### src/rtl/axis_position_tracker_ctrl.sv
// Calibration sequencer for axis_position_tracker: learns signal min/max, derives hysteresis thresholds,
// and sequences the tracker reset. Optional auto-recalibration: AXIS_POSITION_TRACKER_CTRL_AUTO_RECAL_EN.
module axis_position_tracker_ctrl #(
   parameter int AXIS_TDATA_WIDTH = 32,
   parameter int DEFAULT_LOWER    = -10,
   parameter int DEFAULT_UPPER    = 10,
   parameter int SETTLE_CYCLES    = 2,
   parameter int RECAL_LOG2       = 20
) (
   input  logic                        aclk,
   input  logic                        aresetn,
   input  logic                        S_AXIS_tvalid,
   input  logic [AXIS_TDATA_WIDTH-1:0] S_AXIS_tdata,
   input  logic                        start,
   input  logic [4:0]                  calib_log2,
   input  logic [4:0]                  hyst_shift,
   output logic [AXIS_TDATA_WIDTH-1:0] lower_treshold,
   output logic [AXIS_TDATA_WIDTH-1:0] upper_treshold,
   output logic                        tracker_aresetn,
   output logic                        busy,
   output logic                        calibrated,
   output logic                        low_amplitude
);

   localparam int W  = AXIS_TDATA_WIDTH;
   localparam int WX = AXIS_TDATA_WIDTH + 2;
   localparam int SW = (SETTLE_CYCLES > 1) ? $clog2(SETTLE_CYCLES) : 1;

   localparam logic [2:0] ST_IDLE    = 3'd0;
   localparam logic [2:0] ST_CALIB   = 3'd1;
   localparam logic [2:0] ST_COMPUTE = 3'd2;
   localparam logic [2:0] ST_SETTLE  = 3'd3;
   localparam logic [2:0] ST_RUN     = 3'd4;

   localparam logic signed [W-1:0]  SMAX   = {1'b0, {(W-1){1'b1}}};
   localparam logic signed [W-1:0]  SMIN   = {1'b1, {(W-1){1'b0}}};
   localparam logic signed [WX-1:0] SMAX_X = {2'b00, SMAX};
   localparam logic signed [WX-1:0] SMIN_X = {2'b11, SMIN};

   logic [2:0]          state, state_nxt;
   logic signed [W-1:0] sample, min_q, max_q, lower_q, upper_q;
   logic [19:0]         beat_cnt, beat_max;
   logic [4:0]          calib_log2_q, hyst_shift_q;
   logic [SW-1:0]       settle_cnt;
   logic                calibrated_q, low_amp_q, trk_rstn_q, trk_rstn_d;
   logic                recal_hit, auto_q;
   logic signed [WX-1:0] max_x, min_x, mid_x, span_x, hyst_x, lower_x, upper_x;

   assign sample   = S_AXIS_tdata;
   assign beat_max = 20'((21'd1 << calib_log2_q) - 21'd1);

   // Threshold arithmetic carries two guard bits so mid +/- hyst can't wrap before saturation.
   assign max_x   = {{2{max_q[W-1]}}, max_q};
   assign min_x   = {{2{min_q[W-1]}}, min_q};
   assign mid_x   = (max_x + min_x) >>> 1;
   assign span_x  = max_x - min_x;
   assign hyst_x  = span_x >>> hyst_shift_q;
   assign lower_x = mid_x - hyst_x;
   assign upper_x = mid_x + hyst_x;

   function automatic logic signed [W-1:0] sat(input logic signed [WX-1:0] v);
      if (v > SMAX_X)      return SMAX;
      else if (v < SMIN_X) return SMIN;
      else                 return v[W-1:0];
   endfunction

`ifdef AXIS_POSITION_TRACKER_CTRL_AUTO_RECAL_EN
   logic [RECAL_LOG2-1:0] recal_cnt;

   assign recal_hit = (state == ST_RUN) && S_AXIS_tvalid && (&recal_cnt);

   always_ff @(posedge aclk or negedge aresetn) begin
      if (!aresetn) begin
         recal_cnt <= '0;
         auto_q    <= 1'b0;
      end else begin
         if (state != ST_RUN)    recal_cnt <= '0;
         else if (S_AXIS_tvalid) recal_cnt <= recal_cnt + 1'b1;
         if (start)          auto_q <= 1'b0;
         else if (recal_hit) auto_q <= 1'b1;
      end
   end
`else
   assign recal_hit = 1'b0;
   assign auto_q    = 1'b0;
`endif

   // NOTE: every signal written in this block gets a default first, so no path leaves a latch.
   always_comb begin
      state_nxt = state;
      if (start) begin
         state_nxt = ST_CALIB;
      end else begin
         case (state)
            ST_IDLE:    state_nxt = ST_IDLE;
            ST_CALIB:   if (S_AXIS_tvalid && beat_cnt == beat_max) state_nxt = ST_COMPUTE;
            ST_COMPUTE: state_nxt = auto_q ? ST_RUN : ST_SETTLE;
            ST_SETTLE:  if (settle_cnt == SW'(SETTLE_CYCLES - 1)) state_nxt = ST_RUN;
            ST_RUN:     if (recal_hit) state_nxt = ST_CALIB;
            default:    state_nxt = ST_IDLE;
         endcase
      end
      trk_rstn_d = (state_nxt == ST_RUN)
                 | (((state_nxt == ST_IDLE) | (state_nxt == ST_CALIB)) & calibrated_q)
                 | ((state_nxt == ST_COMPUTE) & auto_q);
   end

   // NOTE: tracker_aresetn comes straight from a flop so the tracker never sees a decode glitch.
   always_ff @(posedge aclk or negedge aresetn) begin
      if (!aresetn) begin
         state        <= ST_IDLE;
         trk_rstn_q   <= 1'b0;
         beat_cnt     <= '0;
         settle_cnt   <= '0;
         min_q        <= SMAX;
         max_q        <= SMIN;
         calib_log2_q <= '0;
         hyst_shift_q <= '0;
         lower_q      <= W'(DEFAULT_LOWER);
         upper_q      <= W'(DEFAULT_UPPER);
         calibrated_q <= 1'b0;
         low_amp_q    <= 1'b0;
      end else begin
         // NOTE: non-blocking assignments keep every flop sampling pre-edge values.
         state      <= state_nxt;
         trk_rstn_q <= trk_rstn_d;
         settle_cnt <= (state == ST_SETTLE) ? settle_cnt + 1'b1 : '0;

         if (start || recal_hit) begin
            beat_cnt     <= '0;
            min_q        <= SMAX;
            max_q        <= SMIN;
            calib_log2_q <= (calib_log2 > 5'd20) ? 5'd20 : calib_log2;
            hyst_shift_q <= hyst_shift;
         end else if (state == ST_CALIB && S_AXIS_tvalid) begin
            beat_cnt <= beat_cnt + 1'b1;
            if (sample < min_q) min_q <= sample;
            if (sample > max_q) max_q <= sample;
         end

         if (!start && state == ST_COMPUTE) begin
            lower_q      <= sat(lower_x);
            upper_q      <= sat(upper_x);
            low_amp_q    <= (span_x < 2);
            calibrated_q <= 1'b1;
         end
      end
   end

   assign lower_treshold  = lower_q;
   assign upper_treshold  = upper_q;
   assign tracker_aresetn = trk_rstn_q;
   assign busy            = (state == ST_CALIB) || (state == ST_COMPUTE) || (state == ST_SETTLE);
   assign calibrated      = calibrated_q;
   assign low_amplitude   = low_amp_q;

endmodule

### config.mk
export PLATFORM = sky130hd
export DESIGN_NAME = axis_position_tracker_ctrl
export DESIGN_NICKNAME = d
export VERILOG_FILES = /design/src/rtl/axis_position_tracker_ctrl.sv
export SDC_FILE = /design/constraint.sdc
export NUM_CORES = 1
export LEC_CHECK = 0
export ABC_AREA = 1
export ABC_CLOCK_PERIOD_IN_PS = 14100
export CORE_MARGIN = 2
export CORE_UTILIZATION = 35
export CTS_CLUSTER_DIAMETER = 60
export DETAILED_ROUTE_END_ITERATION = 6
export GPL_TIMING_DRIVEN = 0
export PLACE_DENSITY = 0.5
export SETUP_SLACK_MARGIN = 0.4
export SYNTH_ARGS = -nofsm -noshare
export SYNTH_HDL_FRONTEND = slang
export SYNTH_SLANG_ARGS = --single-unit
### constraint.sdc
create_clock -name aclk -period 14.1 [get_ports aclk]
set_clock_uncertainty 0.15 [all_clocks]
set_input_delay 3.525 -clock aclk [delete_from_list [all_inputs] [get_ports aclk]]
set_output_delay 3.525 -clock aclk [all_outputs]
set_load 0.05 [all_outputs]
# Yosys cells after proc, flatten, opt, wreduce, memory -nomap -nowiden
# Index checks and enable logic that the tools add are counted.
dict set report classes {
  n_shift 2
  eq_ne 7
  bitwise_logic 3
  n_reduce_logical 12
  n_mux 18
  order_cmp 8
  n_addsub 7
}
# operator n
set op_table {}
lappend op_table {{32-bit two-way mux} 10}
lappend op_table {{34-bit by 32-bit > comparator with 1-bit output (second input constant)} 2}
lappend op_table {{34-bit by 32-bit < comparator with 1-bit output (second input constant)} 2}
lappend op_table {{20-bit two-way mux} 2}
lappend op_table {{32-bit by 34-bit adder with 34-bit output} 1}
lappend op_table {{33-bit by 5-bit >>> shifter with 34-bit output} 1}
lappend op_table {{32-bit by 34-bit subtractor with 34-bit output} 1}
lappend op_table {{32-bit by 32-bit adder with 33-bit output} 1}
lappend op_table {{33-bit by 3-bit < comparator with 1-bit output (second input constant)} 1}
lappend op_table {{32-bit by 32-bit subtractor with 33-bit output} 1}
lappend op_table {{32-bit > comparator} 1}
lappend op_table {{32-bit < comparator} 1}
lappend op_table {{20-bit by 1-bit adder with 20-bit output (second input constant)} 1}
lappend op_table {{20-bit == test} 1}
lappend op_table {{1-bit by 5-bit left shift with 20-bit output (first input constant)} 1}
lappend op_table {{20-bit by 1-bit subtractor with 20-bit output (second input constant)} 1}
lappend op_table {{3-bit one-hot mux with 4 select lines} 1}
lappend op_table {{3-bit two-way mux} 3}
lappend op_table {{3-bit by 1-bit == test with 1-bit output (second input constant)} 2}
lappend op_table {{3-bit by 2-bit == test with 1-bit output (second input constant)} 2}
lappend op_table {{3-bit == test (second input constant)} 2}
lappend op_table {{2-bit nonzero test} 3}
lappend op_table {{5-bit > comparator (second input constant)} 1}
lappend op_table {{5-bit two-way mux} 1}
lappend op_table {{other kinds (9)} 14}
dict set report totals {
  in_bits 46
  reg_bits 165
}

# Logic depth before layout (Yosys ltp)
# Gate-level depths: netlist of run 1.
dict set report depth {
  ltp_word 11
  depth_mapped 43
}

# Least setup slack after synthesis of run 1
# No wires, ideal clock.
dict set report synth_timing {
  path_kind {input to register}
  from {input S_AXIS_tdata[27]}
  to {register max_q[10]}
  slack_ns 8.608
  setup_ns 0.067
  t_required_ns 13.883
  t_arrival_ns 5.275
  path_stages 12
  path_cell_list {ha_1 a21oi_1 o21ai_0 a211o_1 nor3b_1 nand2_1 nand2_1 nand2_1 nand2_1 clkbuf_1 nand3_1 nand2_1}
}
dict set report synth_between {
  elab_chain_cells 3
}
# item line
set synth_rtl {}
lappend synth_rtl {{from (decl)} 13} ;# input logic [AXIS_TDATA_WIDTH-1:0] S_AXIS_tdata,
lappend synth_rtl {{32-bit > comparator} 138} ;# if (sample > max_q) max_q <= sample;
lappend synth_rtl {{2-bit nonzero test (no source line)} -}
lappend synth_rtl {{2-bit AND reduction (no source line)} -}
lappend synth_rtl {{to (signal assigned)} 138}
lappend synth_rtl {{to (decl)} 41} ;# logic signed [W-1:0] sample, min_q, max_q, lower_q, upper_q;
# No other way between the ends.
# A chain may end at the register's enable or synchronous reset.

# Worst setup path in the final report of run 1
dict set report layout_timing {
  from {input S_AXIS_tdata[31]}
  to {register max_q[11]}
}
# The elaborated chain is that of the path after synthesis.

==> results.sh, run 1 <==
export IMPL_antenna_found_initial=0
export IMPL_ir_drop_uv=196.8
export IMPL_timing_rr_start="max_q[0]$_DFFE_PN0P_"
export IMPL_grt_util_all_layers_pct=27.93
export IMPL_period_minus_slack_ps=6382
export IMPL_drc=5
export IMPL_grt_max_degree=84
export IMPL_start_util_pct=35.22
export IMPL_portBuffers=112
export IMPL_cts_clk_slew_worst_paths_ps=90
export IMPL_syn_nets=3584
export IMPL_rows=88
export IMPL_cts_tree="built"
export IMPL_hold_depth=1
export IMPL_yosysMostFrequentCell="nand2_1"
export IMPL_ant_nets=0
export IMPL_vias=21850
export IMPL_avgSynthCellArea_um2=6.063
export IMPL_end_kind="flip-flop"
export IMPL_grt_overflow=0
export IMPL_worst_slack_ps=7718
export IMPL_finalHoldViolCount=0
export IMPL_finalCritPeriodShare_pct=45.26
export IMPL_cts_resized=0
export IMPL_cts_inserted_buffers=17
export IMPL_wl_um=83330
export IMPL_cp_arrival_ps=6680
export IMPL_synth_largest_area_cell="nand2_1"
export IMPL_yosys_top_cells_area="nand2_1 (21%), dfrtp_1 (12%), ha_1 (12%), dfstp_2 (8.3%), nand3_1 (8.2%)"
export IMPL_critPathLaunch="S_AXIS_tdata[31]"
export IMPL_grt_pass1_wl_um=126800
export IMPL_syn_to_final_growth_pct=13.36
export IMPL_reg2reg_depth=43
export IMPL_netlist_top_cells_count="nand2_1 (1130), inv_1 (405), nand3_1 (331), nor2_1 (241), a21oi_1 (208)"
export IMPL_synth_flop_cell="dfrtp_1"
export IMPL_drive_gt1_share_pct=6.228
export IMPL_ys_ff_latch=165
export IMPL_rsz0062_at_grt="no"
export IMPL_synth_edf_count=0
export IMPL_hold_class="flip-flop to flip-flop"
export IMPL_hold_start="settle_cnt$_DFF_PN0_"
export IMPL_ys_warn_count=0
export IMPL_crit_fanout=10
export IMPL_synth_top_area_share_pct=20.95
export IMPL_ctsLongestPathBuffers=2
export IMPL_setup_violations=0
export IMPL_failed_checks="DRC"
export IMPL_htreeDepth=4
export IMPL_crit_required_ps=14400
export IMPL_ctsHoldBuffers=0
export IMPL_die_area_mm2=0.05978
export IMPL_yosysSeqAreaShare_pct=20.79
export IMPL_die_x_um=244.5
export IMPL_startpoint_type="input port"
export IMPL_coreArea_mm2=0.05748
export IMPL_p_leak_nw=12.19
export IMPL_avgRoutedWirePerCell_um=19.61
export IMPL_post_cts_buffers=0
export IMPL_cts_sinks=165
export IMPL_synth_cell_types=57
export IMPL_postSynthCellCount=3339
export IMPL_num_antenna_cells=0
export IMPL_tightest_slew_ps=914.8
export IMPL_clock_tree_root_cell="clkbuf_16"
export IMPL_post_place_ws_ps=7130
export IMPL_clk_latency_ps=520
export IMPL_power_density_mw_per_mm2=253.4
export IMPL_fmax_mhz=156.7
export IMPL_io_pins=114
export IMPL_synth_area_mm2=0.02024
export IMPL_cap_viol_max_count=0
export IMPL_status="complete, but fails checks"
export IMPL_nNetsFinal=3716
export IMPL_relSlewSlack_pct=38.47
export IMPL_gp_congestion=1.019
export IMPL_path_class="input port to flip-flop"
export IMPL_dr_pass1_iters=7
export IMPL_slew_viol_final=0
export IMPL_die_y_um=244.5
export IMPL_synthArstFlopShare_pct=100.0
export IMPL_dp_hpwl_um=70570
export IMPL_viasPerCell=5.141
export IMPL_fin_setup_tns_ps=0
export IMPL_drt_iter0_markers=1434
export IMPL_grt_pass1_vias=21470
worst max-delay path, cell delays in order:
cell and delay (ps):
clkdlybuf4s50_1 490, ha_1 370, nand2_1 90, nor2_1 150, nand4_1 170, nor4_1 400, nand2_1 200, nand3b_1 120
nand2_1 200, nand2_1 310, clkbuf_1 410, nand3_1 140, nand2_1 100
stage by stage:
| step | hold WS (ps) | cell area, um2 | power, W | std cells | util (%) |
|---|---|---|---|---|---|
| 6_report | 295.6 | 22950 | 0.005816 | 4249 | 39.93 |
| 5_1_grt | 336.2 | 22950 | 0.006341 | 4249 | 39.93 |
| 4_1_cts | 296.0 | 22950 | 0.005808 | 4249 | 39.93 |
| 3_5_place_dp | 285.2 | 22360 | 0.005262 | 4217 | 38.90 |
| 3_3_place_gp | 286.7 | 22320 | 0.005268 | 4216 | 38.84 |
| 2_1_floorplan | 270.0 | 20240 | 0.003779 | 3339 | - |
state kept, by name, summed over array words and instances, names as in the netlist:
| signal | count |
|---|---|
| calibrated | 1 |
| state | 3 |
| low_amplitude | 1 |
| lower_treshold | 32 |
| hyst_shift_q | 5 |
| max_q | 32 |
| beat_cnt | 20 |
| upper_treshold | 32 |
| calib_log2_q | 5 |
| min_q | 32 |
| tracker_aresetn | 1 |
| settle_cnt | 1 |
per-layer routing:
layer,part of all wire [%],up-vias,track usage [%],wire [um]
met2,48,560,49.01,40290
li1,-,10970,-,-
met4,5.0,0,13.36,4155
met1,43,10160,34.15,35810
met3,3.7,158,2.853,3068
met5,0,-,0,0
logic make-up (layout without fill, tap and decap cells):
logic type	after synthesis	in the layout	synth area share [%]
fa+ha+maj	199	199	12.45
compound gates	444	444	12.26
xor+xnor	122	122	5.352
buf+inv	565	710	11.17
mux	1	1	0.04945
simple gates	1843	1843	37.93
flops	165	165	20.79
layout make-up:
type                       instances  area [um2]
inverter                         420        1577
timing repair buffer             113        1154
fill                            6406       34530
clock buffer                      18       429.2
buffer                           145       684.4
sequential                       165        4209
tap                              765       957.2
multi-input combinational       2609       13770
clock inverter                    14       165.2
final timing paths:
kind	end	slack (ps)
worst min-delay path	settle_cnt$_DFF_PN0_	300
worst max-delay path	max_q[11]$_DFFE_PN0P_	7720
worst min register to register	settle_cnt$_DFF_PN0_	300
max in group asynchronous	min_q[28]$_DFFE_PN1P_	10050
worst max register to register	upper_treshold[25]$_DFFE_PN0P_	7850
min in group asynchronous	lower_treshold[0]$_DFFE_PN0P_	2890
report_power, final:
group,internal (W),switching [W]
clock,0.000252,0.000267
combinational,0.00144,0.00330
sequential,0.000517,0.0000356
total,0.00221,0.00361
cells in the final DEF (no fill, tap or decap), types with 64 or more instances in the layout:
cell type / netlist / final
a21oi_1: 208 / 208
clkdlybuf4s50_1: 0 / 111
dfrtp_1: 101 / 101
dfstp_2: 64 / 64
ha_1: 195 / 195
inv_1: 405 / 405
nand2_1: 1130 / 1130
nand3_1: 331 / 331
nor2_1: 241 / 241
o21ai_0: 142 / 142
xor2_1: 108 / 108
Power figures use the tool's default switching activity.
==> inputs of run 2 (changes only) <==
--- a/config.mk
+++ b/config.mk
@@ -6,13 +6,13 @@
 export NUM_CORES = 1
 export LEC_CHECK = 0
 export ABC_AREA = 1
-export ABC_CLOCK_PERIOD_IN_PS = 14100
+export ABC_CLOCK_PERIOD_IN_PS = 5700
 export CORE_MARGIN = 2
 export CORE_UTILIZATION = 35
 export CTS_CLUSTER_DIAMETER = 60
 export DETAILED_ROUTE_END_ITERATION = 6
 export GPL_TIMING_DRIVEN = 0
-export PLACE_DENSITY = 0.5
+export PLACE_DENSITY = 0.52
 export SETUP_SLACK_MARGIN = 0.4
 export SYNTH_ARGS = -nofsm -noshare
 export SYNTH_HDL_FRONTEND = slang
==> constraint.sdc (replaced) <==
create_clock -name aclk -period 5.7 [get_ports aclk]
set_clock_uncertainty 0.15 [all_clocks]
set_input_delay 1.425 -clock aclk [delete_from_list [all_inputs] [get_ports aclk]]
set_output_delay 1.425 -clock aclk [all_outputs]
set_load 0.05 [all_outputs]
==> run 2 against run 1 <==
  * The flow now finishes without violations
  * Clock-buffer cell count decreased by 1
  * Cell count increased by 2.2%
  * Die area unchanged
  * Worst setup slack got worse by 7300 ps
  * Core utilization increased by 6.0 points
  * Flip-flop and latch count unchanged
  * Cell area increased by 15%
  * Critical path depth increased by 17
  * Routed wire length decreased by 5.7%
  * Hold slack improved by 19 ps
  * Power increased to 2.9 times the previous value
  * Via count increased by 2.3%
  * Critical path type is now flip-flop to flip-flop
  * Largest power group unchanged
==> results.sh, run 2 (same netlist as run 1, synthesis figures left out) <==
export IMPL_worst_slack_ps=461.4
export IMPL_start_util_pct=35.22
export IMPL_power_density_mw_per_mm2=634.5
export IMPL_crit_required_ps=5970
export IMPL_hold_depth=1
export IMPL_cts_tree="built"
export IMPL_viasPerCell=5.148
export IMPL_slew_viol_final=0
export IMPL_finalCritPeriodShare_pct=91.91
export IMPL_drive_gt1_share_pct=21.02
export IMPL_timing_critical_path_mode_cell="nand2_1"
export IMPL_avgRoutedWirePerCell_um=18.09
export IMPL_finalHoldViolCount=0
export IMPL_end_kind="flip-flop"
export IMPL_rsz0062_at_grt="yes"
export IMPL_clk_latency_ps=520
export IMPL_fin_util_pct=45.93
export IMPL_cpMaxStageDelayCell="xor2_1"
export IMPL_cts_clk_slew_worst_paths_ps=80
export IMPL_grt_pass1_vias=21160
export IMPL_die_area_mm2=0.05978
export IMPL_layout_commonest_cell="nand2_1"
export IMPL_cap_viol_max_count=0
export IMPL_portBuffers=112
export IMPL_cts_inserted_buffers=17
export IMPL_die_x_um=244.5
export IMPL_fmax_mhz=190.9
export IMPL_grt_overflow=0
export IMPL_slowest_delay_ps=480
export IMPL_ctsHoldBuffers=0
export IMPL_startpoint_type="flip-flop"
export IMPL_tightest_slew_ps=1040
export IMPL_setup_violations=0
export IMPL_p_seq_share_pct=8.2
export IMPL_relSlewSlack_pct=30.17
export IMPL_clock_tree_root_cell="clkbuf_16"
export IMPL_fillers=6175
export IMPL_busiest_layer="met2"
export IMPL_switching_power_w=0.009628
export IMPL_p_comb_share_pct=84.5
export IMPL_wl_um=78560
export IMPL_fin_setup_tns_ps=0
export IMPL_post_place_ws_ps=-361.8
export IMPL_grt_pass1_wl_um=117900
export IMPL_layout_common_cells="nand2_1 (982), inv_1 (376), nand3_1 (240)"
export IMPL_crit_fanout=7
export IMPL_cts_sinks=165
export IMPL_fin_cells=4343
export IMPL_grt_max_degree=110
export IMPL_io_pins=114
export IMPL_status="complete, no violations"
export IMPL_gp_congestion=1.095
export IMPL_p_leak_nw=13.36
export IMPL_gr_usage_met2_pct=43.75
export IMPL_die_y_um=244.5
export IMPL_power_internal_w=0.007120
export IMPL_cp_arrival_ps=5510
export IMPL_grt_util_all_layers_pct=25.61
export IMPL_place_inst=4217
export IMPL_vias=22360
export IMPL_grt_use_met3_pct=2.755
export IMPL_dr_pass1_iters=6
export IMPL_swShare_pct=57.49
export IMPL_nNetsFinal=3810
export IMPL_ant_nets=0
export IMPL_path_class="flip-flop to flip-flop"
export IMPL_rows=88
export IMPL_ir_drop_uv=507.3
export IMPL_p_total_w=0.01675
export IMPL_htreeDepth=4
export IMPL_ctsLongestPathBuffers=2
export IMPL_drt_iter0_markers=1485
export IMPL_reg2reg_depth=30
export IMPL_grt_util_met1_pct=32.01
export IMPL_clkPwrFrac_pct=7.3
export IMPL_drc=0
export IMPL_num_antenna_cells=0
export IMPL_period_minus_slack_ps=5239
export IMPL_dp_hpwl_um=63190
export IMPL_antenna_found_initial=0
export IMPL_hold_class="flip-flop to flip-flop"
export IMPL_coreArea_mm2=0.05748
export IMPL_syn_to_final_growth_pct=30.40
-- run 2: cell types whose count changed in the layout (fill, tap and decap cells not counted), moves of 33 or more --
cell,change
nand3_2,+63
buf_2,-41
nand2_2,+111
nand2_1,-148
nand3_1,-91
nor2_1,-35
a21oi_2,+45
buf_4,+92
nand2_4,+33
a21oi_1,-61
-- run 2: path summary, 6_finish.rpt --
check	from	end	slack, ps
max in group asynchronous	aresetn	max_q[0]$_DFFE_PN0P_	3720
min in group asynchronous	aresetn	upper_treshold[25]$_DFFE_PN0P_	670
setup / recovery	max_q[0]$_DFFE_PN0P_	upper_treshold[26]$_DFFE_PN0P_	460
setup reg to reg	max_q[0]$_DFFE_PN0P_	upper_treshold[26]$_DFFE_PN0P_	460
hold reg to reg	settle_cnt$_DFF_PN0_	settle_cnt$_DFF_PN0_	310
hold / removal	settle_cnt$_DFF_PN0_	settle_cnt$_DFF_PN0_	310
-- run 2: routing by layer --
metal	up-vias	wire length [um]	share of wire, %
li1	11170	-	-
met1	10370	34110	43
met2	626	37250	47
met3	199	2991	3.8
met4	0	4214	5.4
met5	-	0	0
-- run 2: per-stage QoR --
stage / hold slack [ps] / cell area [um2]
2_1_floorplan: 270.0 / 20240
3_3_place_gp: 302.2 / 22320
3_5_place_dp: 298.5 / 22360
4_1_cts: 316.0 / 23730
5_1_grt: 330.4 / 26400
6_report: 314.3 / 26400
-- run 2: layout make-up --
cell class                 instances  area [um2]  area share (%)
clock inverter                    15       158.9          0.6020
sequential                       165        4212           15.95
inverter                         420        1587           6.010
timing repair buffer             207        1909           7.233
tap                              765       957.2           3.626
multi-input combinational       2609       16230           61.47
clock buffer                      17       425.4           1.612
buffer                           145       922.1           3.493
-- run 2: what timing repair did --
action                                  CTS  global route
endpoints found under the setup margin   63            64
gates cloned                              1             4
buffers inserted                         17            72
resized for setup                       185           499
pin swaps                                23           129
-- run 2: worst max-delay path, delay by kind of cell, from the launching register on --
family / cells / cell delay [ps]
AO/OA/AOI/OAI: 5 / 880
buffers and inverters: 4 / 620
XOR/XNOR: 1 / 480
adder cells (fa/ha/maj): 3 / 960
AND/OR/NAND/NOR: 17 / 1600
flip-flops: 1 / 460
-- run 2: power groups by stage --
stage	Combinational (W)	Sequential [W]	Clock [W]
global placement	0.0112	0.00138	0
floorplan	0.00790	0.00145	0
CTS	0.0119	0.00136	0.00127
detailed placement	0.0112	0.00138	0
finish	0.0141	0.00137	0.00123
global route	0.0154	0.00139	0.00131
